`config.mk`:
```
export PLATFORM = sky130hd
export DESIGN_NAME = i2s_master_tx
export DESIGN_NICKNAME = d
export VERILOG_FILES = /design/src/rtl/i2s_master_tx.sv
export SDC_FILE = /design/constraint.sdc
export NUM_CORES = 1
export LEC_CHECK = 0
export BUFFER_PORTS_ARGS = -buffer_cell sky130_fd_sc_hd__buf_2
export CAP_MARGIN = 5
export CORE_MARGIN = 5
export CORE_UTILIZATION = 45
export CTS_CLUSTER_DIAMETER = 60
export DETAILED_ROUTE_END_ITERATION = 10
export PLACE_DENSITY_LB_ADDON = 0.3
export SLEW_MARGIN = 20
export SYNTH_ARGS = -nofsm -noshare
export SYNTH_HDL_FRONTEND = slang
export SYNTH_SLANG_ARGS = --single-unit
```
`constraint.sdc`:
```
create_clock -name clk -period 1.7 [get_ports clk]
set_input_delay 0.34 -clock clk [delete_from_list [all_inputs] [get_ports clk]]
set_output_delay 0.34 -clock clk [all_outputs]
set_load 0.02 [all_outputs]
```
`src/rtl/i2s_master_tx.sv`:
```
// I2S bus-master transmitter: divides clk down to BCLK/LRCK and shifts a
// buffered stereo pair out MSB first with the standard one-BCLK data delay.
module i2s_master_tx #(
    parameter int CLK_DIV = 8,
    parameter int WL      = 32
) (
    input  logic          clk,
    input  logic          rst,
    input  logic [WL-1:0] in_l,
    input  logic [WL-1:0] in_r,
    input  logic          in_valid,
    output logic          in_ready,
    output logic          aud_bclk,
    output logic          aud_lrc,
    output logic          aud_dacdat,
    output logic          tx_done,
    output logic          underrun
);
    localparam int DW = (CLK_DIV > 1) ? $clog2(CLK_DIV) : 1;
    localparam logic [DW-1:0] DIV_LAST = DW'(CLK_DIV - 1);

    logic [DW-1:0] div_cnt_q;
    logic          bclk_q, lrc_q, dat_q, tx_done_q, underrun_q, buf_full_q;
    logic [5:0]    bit_cnt_q, bit_cnt_d;
    logic [63:0]   shifter_q, frame;
    logic [WL-1:0] l_buf_q, r_buf_q;
    logic [31:0]   l_slot, r_slot;
    logic          tc, fall, load, accept;

    always_comb begin
        tc        = (div_cnt_q == DIV_LAST);
        fall      = tc & bclk_q;
        bit_cnt_d = bit_cnt_q + 6'd1;
        load      = fall & (bit_cnt_d == 6'd1);
        accept    = in_valid & in_ready;
        // Samples sit in the top of each 32-bit slot; unused LSBs are zero.
        l_slot    = 32'(l_buf_q) << (32 - WL);
        r_slot    = 32'(r_buf_q) << (32 - WL);
        frame     = buf_full_q ? {l_slot, r_slot} : 64'd0;
    end

    always_ff @(posedge clk) begin
        if (rst) begin
            div_cnt_q  <= '0;
            bclk_q     <= 1'b0;
            lrc_q      <= 1'b0;
            dat_q      <= 1'b0;
            bit_cnt_q  <= 6'd0;
            shifter_q  <= 64'd0;
            tx_done_q  <= 1'b0;
            underrun_q <= 1'b0;
            buf_full_q <= 1'b0;
            l_buf_q    <= '0;
            r_buf_q    <= '0;
        end else begin
            tx_done_q  <= 1'b0;
            underrun_q <= 1'b0;
            div_cnt_q  <= tc ? '0 : DW'(div_cnt_q + 1'b1);
            if (tc) bclk_q <= ~bclk_q;
            // Everything on the data side moves on the BCLK falling edge only.
            if (fall) begin
                bit_cnt_q <= bit_cnt_d;
                lrc_q     <= bit_cnt_d[5];
                if (load) begin
                    dat_q      <= frame[63];
                    shifter_q  <= frame << 1;
                    tx_done_q  <= 1'b1;
                    underrun_q <= ~buf_full_q;
                end else begin
                    dat_q     <= shifter_q[63];
                    shifter_q <= shifter_q << 1;
                end
            end
            if (load) buf_full_q <= 1'b0;
            // An accept only happens while empty, so it never fights a load that clears.
            if (accept) begin
                buf_full_q <= 1'b1;
                l_buf_q    <= in_l;
                r_buf_q    <= in_r;
            end
        end
    end

    assign in_ready   = ~buf_full_q & ~rst;
    assign aud_bclk   = bclk_q;
    assign aud_lrc    = lrc_q;
    assign aud_dacdat = dat_q;
    assign tx_done    = tx_done_q;
    assign underrun   = underrun_q;
endmodule

```
; Yosys cells after proc, flatten, opt, wreduce, memory -nomap -nowiden
; Cells that the tools add are included.
[word_totals]
ff_bits = 143
latch_bits = 0
ramBits = 0
mem_bits_ro = 0
inputBits = 67
out_inout_bits = 6
word_cells = 34
mem_count = 0
[op_classes]
n_addsub = 2
n_mul = 0
n_div = 0
n_lt_le_gt_ge = 0
n_eq_ne = 2
shifts = 0
n_mux = 6
bitwise = 9
n_reduce_logical = 4
[ops]
columns = operator, count
row1 = 64-bit two-way mux, 2
row2 = "6-bit by 1-bit adder with 6-bit output, second input constant", 1
row3 = "6-bit by 1-bit == test with 1-bit output, second input constant", 1
row4 = 1-bit inverter, 5
row5 = 1-bit AND, 4
row6 = 1-bit two-way mux, 4
row7 = 2-bit OR reduction, 2
row8 = "3-bit by 1-bit adder with 3-bit output, second input constant", 1
row9 = "3-bit == test, second input constant", 1
row10 = 3-bit OR reduction, 1
row11 = 2-bit nonzero test, 1

; Longest topological paths before layout
[depth]
ltp_word = 5
mapped_depth = 10
mapped_depth_nobuf = 7

; Worst setup path after synthesis
; Ideal clock, no wire load.
[synth_path]
path_type = reg-to-reg
start = reg div_cnt_q[0]
end = reg shifter_q[46]
setup_ns = 0.073
t_arrival_ns = 1.710
required_ns = 1.627
setup_slack_ns = -0.083
stages_incl_launch_ff = 9
n_path_buf = 3
period_less_slack_ns = 1.783
cell_sequence = dfxtp_1 ha_1 ha_1 buf_4 a21oi_1 buf_2 clkbuf_1 nand2_1 o211ai_2
[synth_via]
elab_chain_cells = 4
[synth_rtl]
columns = element, line
row1 = from (decl), 22  ; logic [DW-1:0] div_cnt_q;
row2 = from (signal assigned), 58  ; div_cnt_q <= tc ? '0 : DW'(div_cnt_q + 1'b1);
row3 = 3-bit == test (*), 31  ; tc = (div_cnt_q == DIV_LAST);
row4 = 1-bit AND (*), 32  ; fall = tc & bclk_q;
row5 = 1-bit AND, 34  ; load = fall & (bit_cnt_d == 6'd1);
row6 = 64-bit two-way mux, 64  ; if (load) begin
row7 = to (signal assigned), 66  ; shifter_q <= frame << 1;
row8 = to (signal assigned), 71  ; shifter_q <= shifter_q << 1;
row9 = to (decl), 25  ; logic [63:0] shifter_q, frame;
; Every way passes the cells marked *; elsewhere a longest branch is shown, timed or not.
; A chain may end at the register's enable or synchronous reset.

; Final worst setup path
[layout_path]
start = reg bit_cnt_q[1]
end = reg shifter_q[46]
[layout_via]
elab_chain_cells = 4
[layout_rtl]
columns = element, line
row1 = from (decl), 24  ; logic [5:0] bit_cnt_q, bit_cnt_d;
row2 = from (signal assigned), 62  ; bit_cnt_q <= bit_cnt_d;
row3 = 6-bit by 1-bit adder with 6-bit output, 33  ; bit_cnt_d = bit_cnt_q + 6'd1;
row4 = 6-bit by 1-bit == test with 1-bit output, 34
row5 = 1-bit AND, 34
row6 = 64-bit two-way mux, 64
; No other way between the ends.

==> reports/metrics.yaml <==
worst_setup_path:
  crit_fanout: 22
  start_kind: "register"
  required_ns: 1.98
  critPathCaptureType: "register"
  slowest_delay_ns: 0.36
  critPathTopFamily: "compound AO/OA/AOI/OAI gates"
  slowest_stage: "dfxtp_2"
  cp_num_buf_inv: 2
  worstSetupPathType: "reg2reg"
  arrival_ns: 2.12
  path_cells: "ha_4 > nand3_2 > xor2_1 > nand4_1 > buf_6 > buf_12 > o211ai_1 > o211ai_2"
global_routing:
  track_usage_pct: 17.08
  antenna_found_initial: 0
  grt_pass1_vias: 4906
  grt_max_degree: 68
  grt_remaining_overflow: 0
  grt_pass1_wl_um: 22940
cts:
  htree_num_levels: 4
  cts_buffers: 17
  cts_tree: "done"
  clk_pin_slew_ns: 0.06
  postCtsHoldBufs: 0
  cts.sinks: 141
  clockRootBuffer: "clkbuf_16"
  ctsLongestPathBuffers: 2
  clk_latency_ns: 0.41
timing:
  fin_ws_ns: -0.1453
  skew_ns: 0.007843
  relSlewSlack_pct: 57.27
  rsz0062_at_grt: "true"
  drv_slew: 0
  fin_crit_sh_pct: 108.5
  min_period_ns: 1.845
  setup_viol_count_final: 65
  tns_ns: -4.007
  fmaxAchievable_ghz: 0.5419
  tightest_slew_ns: 0.6409
  hold_viol: 0
worst_hold_path:
  min_path_type: "in2reg"
logic_synthesis:
  syn_area_um2: 6131
  ys_seq_area_share_pct: 46.04
  yosysWarnings: 0
  async_flop_share_pct: 0
  synth.distinct_cells: 32
  synth-edff-count: 0
  synth_top_area_cell: "dfxtp_1"
  synth.area.top_cells: "dfxtp_1 46%, o211ai_1 11%, nand2_1 8.0%"
  synth.ff_latch_count: 141
  syn_nets: 776
  syn_area_per_cell_um2: 8.696
  yosysTopAreaCellShare_pct: 46.04
  ys.flop_type: "dfxtp_1"
  synth_most_common_cell: "dfxtp_1"
  syn_inst: 705
  yosys-top-cells-count: "141 x dfxtp_1, 130 x nand2_1, 88 x o211ai_1"
final_layout:
  insertedDiodeCount: 0
  syn_to_final_growth_pct: 25.80
  final_cell_count_no_fill: 955
  drive_gt1_share_pct: 26.44
  nets: 838
  fillers: 1163
floorplanning:
  start_util_pct: 46.11
  core_um2: 13300
  die_y_um: 126.7
  rows: 42
  die-area_um2: 16060
  die_w_um: 126.7
  io_pins: 73
route:
  dr.pass1.iters: 8
  vias: 5131
  wl_um: 14350
  antenna_left: 0
  routed_via_density: 5.373
  drtIter0Drc: 391
  drc: 0
  post_drt_wl_per_cell_um: 15.03
power:
  irDropWorstVdd_uv: 633.3
  leakage_nw: 2.813
  p_per_area_nw_per_um2: 923.0
placement:
  hpwl_um: 8511
  port_buffers: 72
  place_ws_ns: -0.1542
  dp_cells: 908
  place.gp.congestion: 0.7439
status:
  violations: "negative setup slack"
  status: "finished with violations"
flow_run:
  drv_cap: 0
## worst reg2reg max path, delay by kind of cell, from the launching register on
| kind | cells | cell delay (ns) |
|---|---|---|
| xor gates and xnor gates | 1 | 0.19 |
| DFF | 1 | 0.36 |
| and+or+nand+nor | 2 | 0.27 |
| adders and majority gates | 1 | 0.16 |
| buffers and inverters | 2 | 0.34 |
| AOI/OAI and AO/OA | 2 | 0.39 |
## metal layers
metal | global-route usage (%) | vias to the layer above | wire [µm]
li1 | - | 2603 | -
met1 | 23.01 | 2384 | 6547
met2 | 26.90 | 135 | 6883
met3 | 5.086 | 9 | 827
met4 | 4.353 | 0 | 96
met5 | 0 | - | 0
## flip-flops by register name, indices dropped and copies added (netlist names)
name	flops
aud_lrc	1
underrun	1
aud_dacdat	1
bit_cnt_q	5
l_buf_q	32
shifter_q	63
tx_done	1
div_cnt_q	3
r_buf_q	32
aud_bclk	1
buf_full_q	1
## kinds of logic (layout without fill, tap and decap cells)
logic type	Yosys count	in the layout	synth area share, %
simple gates	280	280	21.69
compound gates	197	197	24.53
flops	141	141	46.04
buf+inv	76	150	5.796
xor+xnor	7	7	1.123
fa+ha+maj	4	4	0.8164
## stage by stage
stage	cell area (µm²)	total power [mW]	utilization, %	hold slack (ns)
after global routing	7712	7.401	58.01	0.1145
after detailed placement	6785	3.924	51.04	0.4012
after global placement	6785	3.905	51.04	0.3923
after CTS	7448	7.190	56.02	0.1066
final	7712	7.119	58.01	0.1177
after floorplan	6178	3.748	-	0.3864
## power by group
| group | switching, mW | internal (mW) |
|---|---|---|
| logic | 0.198 | 0.172 |
| clock network | 1.31 | 1.95 |
| registers | 0.0680 | 3.42 |
| total | 1.57 | 5.54 |
## cell type report
type	count	area, µm²	share of cell area (%)
clock inverters	8	42.54	0.5516
repair buffers	116	1069	13.85
flip-flops and latches	141	2831	36.71
well taps	176	220.2	2.855
multi-input cells	488	3060	39.68
clock buffers	23	478.0	6.197
inverters	3	11.26	0.1460
## layout by cell type, fill, tap and decap left out, drive strengths merged, types with 2 or more instances in the layout
cell type	n
xor2	4
nor3b	2
inv	3
nand3	67
nor3	2
nand2b	64
or2	2
clkinv	7
nor2	9
a22o	2
ha	4
buf	109
dfxtp	141
o211ai	126
nand2	131
clkbuf	30
o21ai	66
xnor2	3
## worst paths after layout
kind	depth (start not counted)	slack (ns)	end	start
hold / removal	3	0.12	r_buf_q[6]	in_r[6]
setup / recovery	8	-0.15	shifter_q[46]	bit_cnt_q[1]
setup reg to reg	8	-0.15	shifter_q[46]	bit_cnt_q[1]
hold reg to reg	2	0.47	shifter_q[41]	shifter_q[41]
## repair_timing
item	4_1_cts	5_1_grt
resized for setup	13	16
pin swaps	7	33
setup endpoints to repair	66	65
gates cloned	2	7
hold endpoints to repair	0	0
buffers inserted	3	4
No activity file was read; power rests on OpenSTA's default activity.
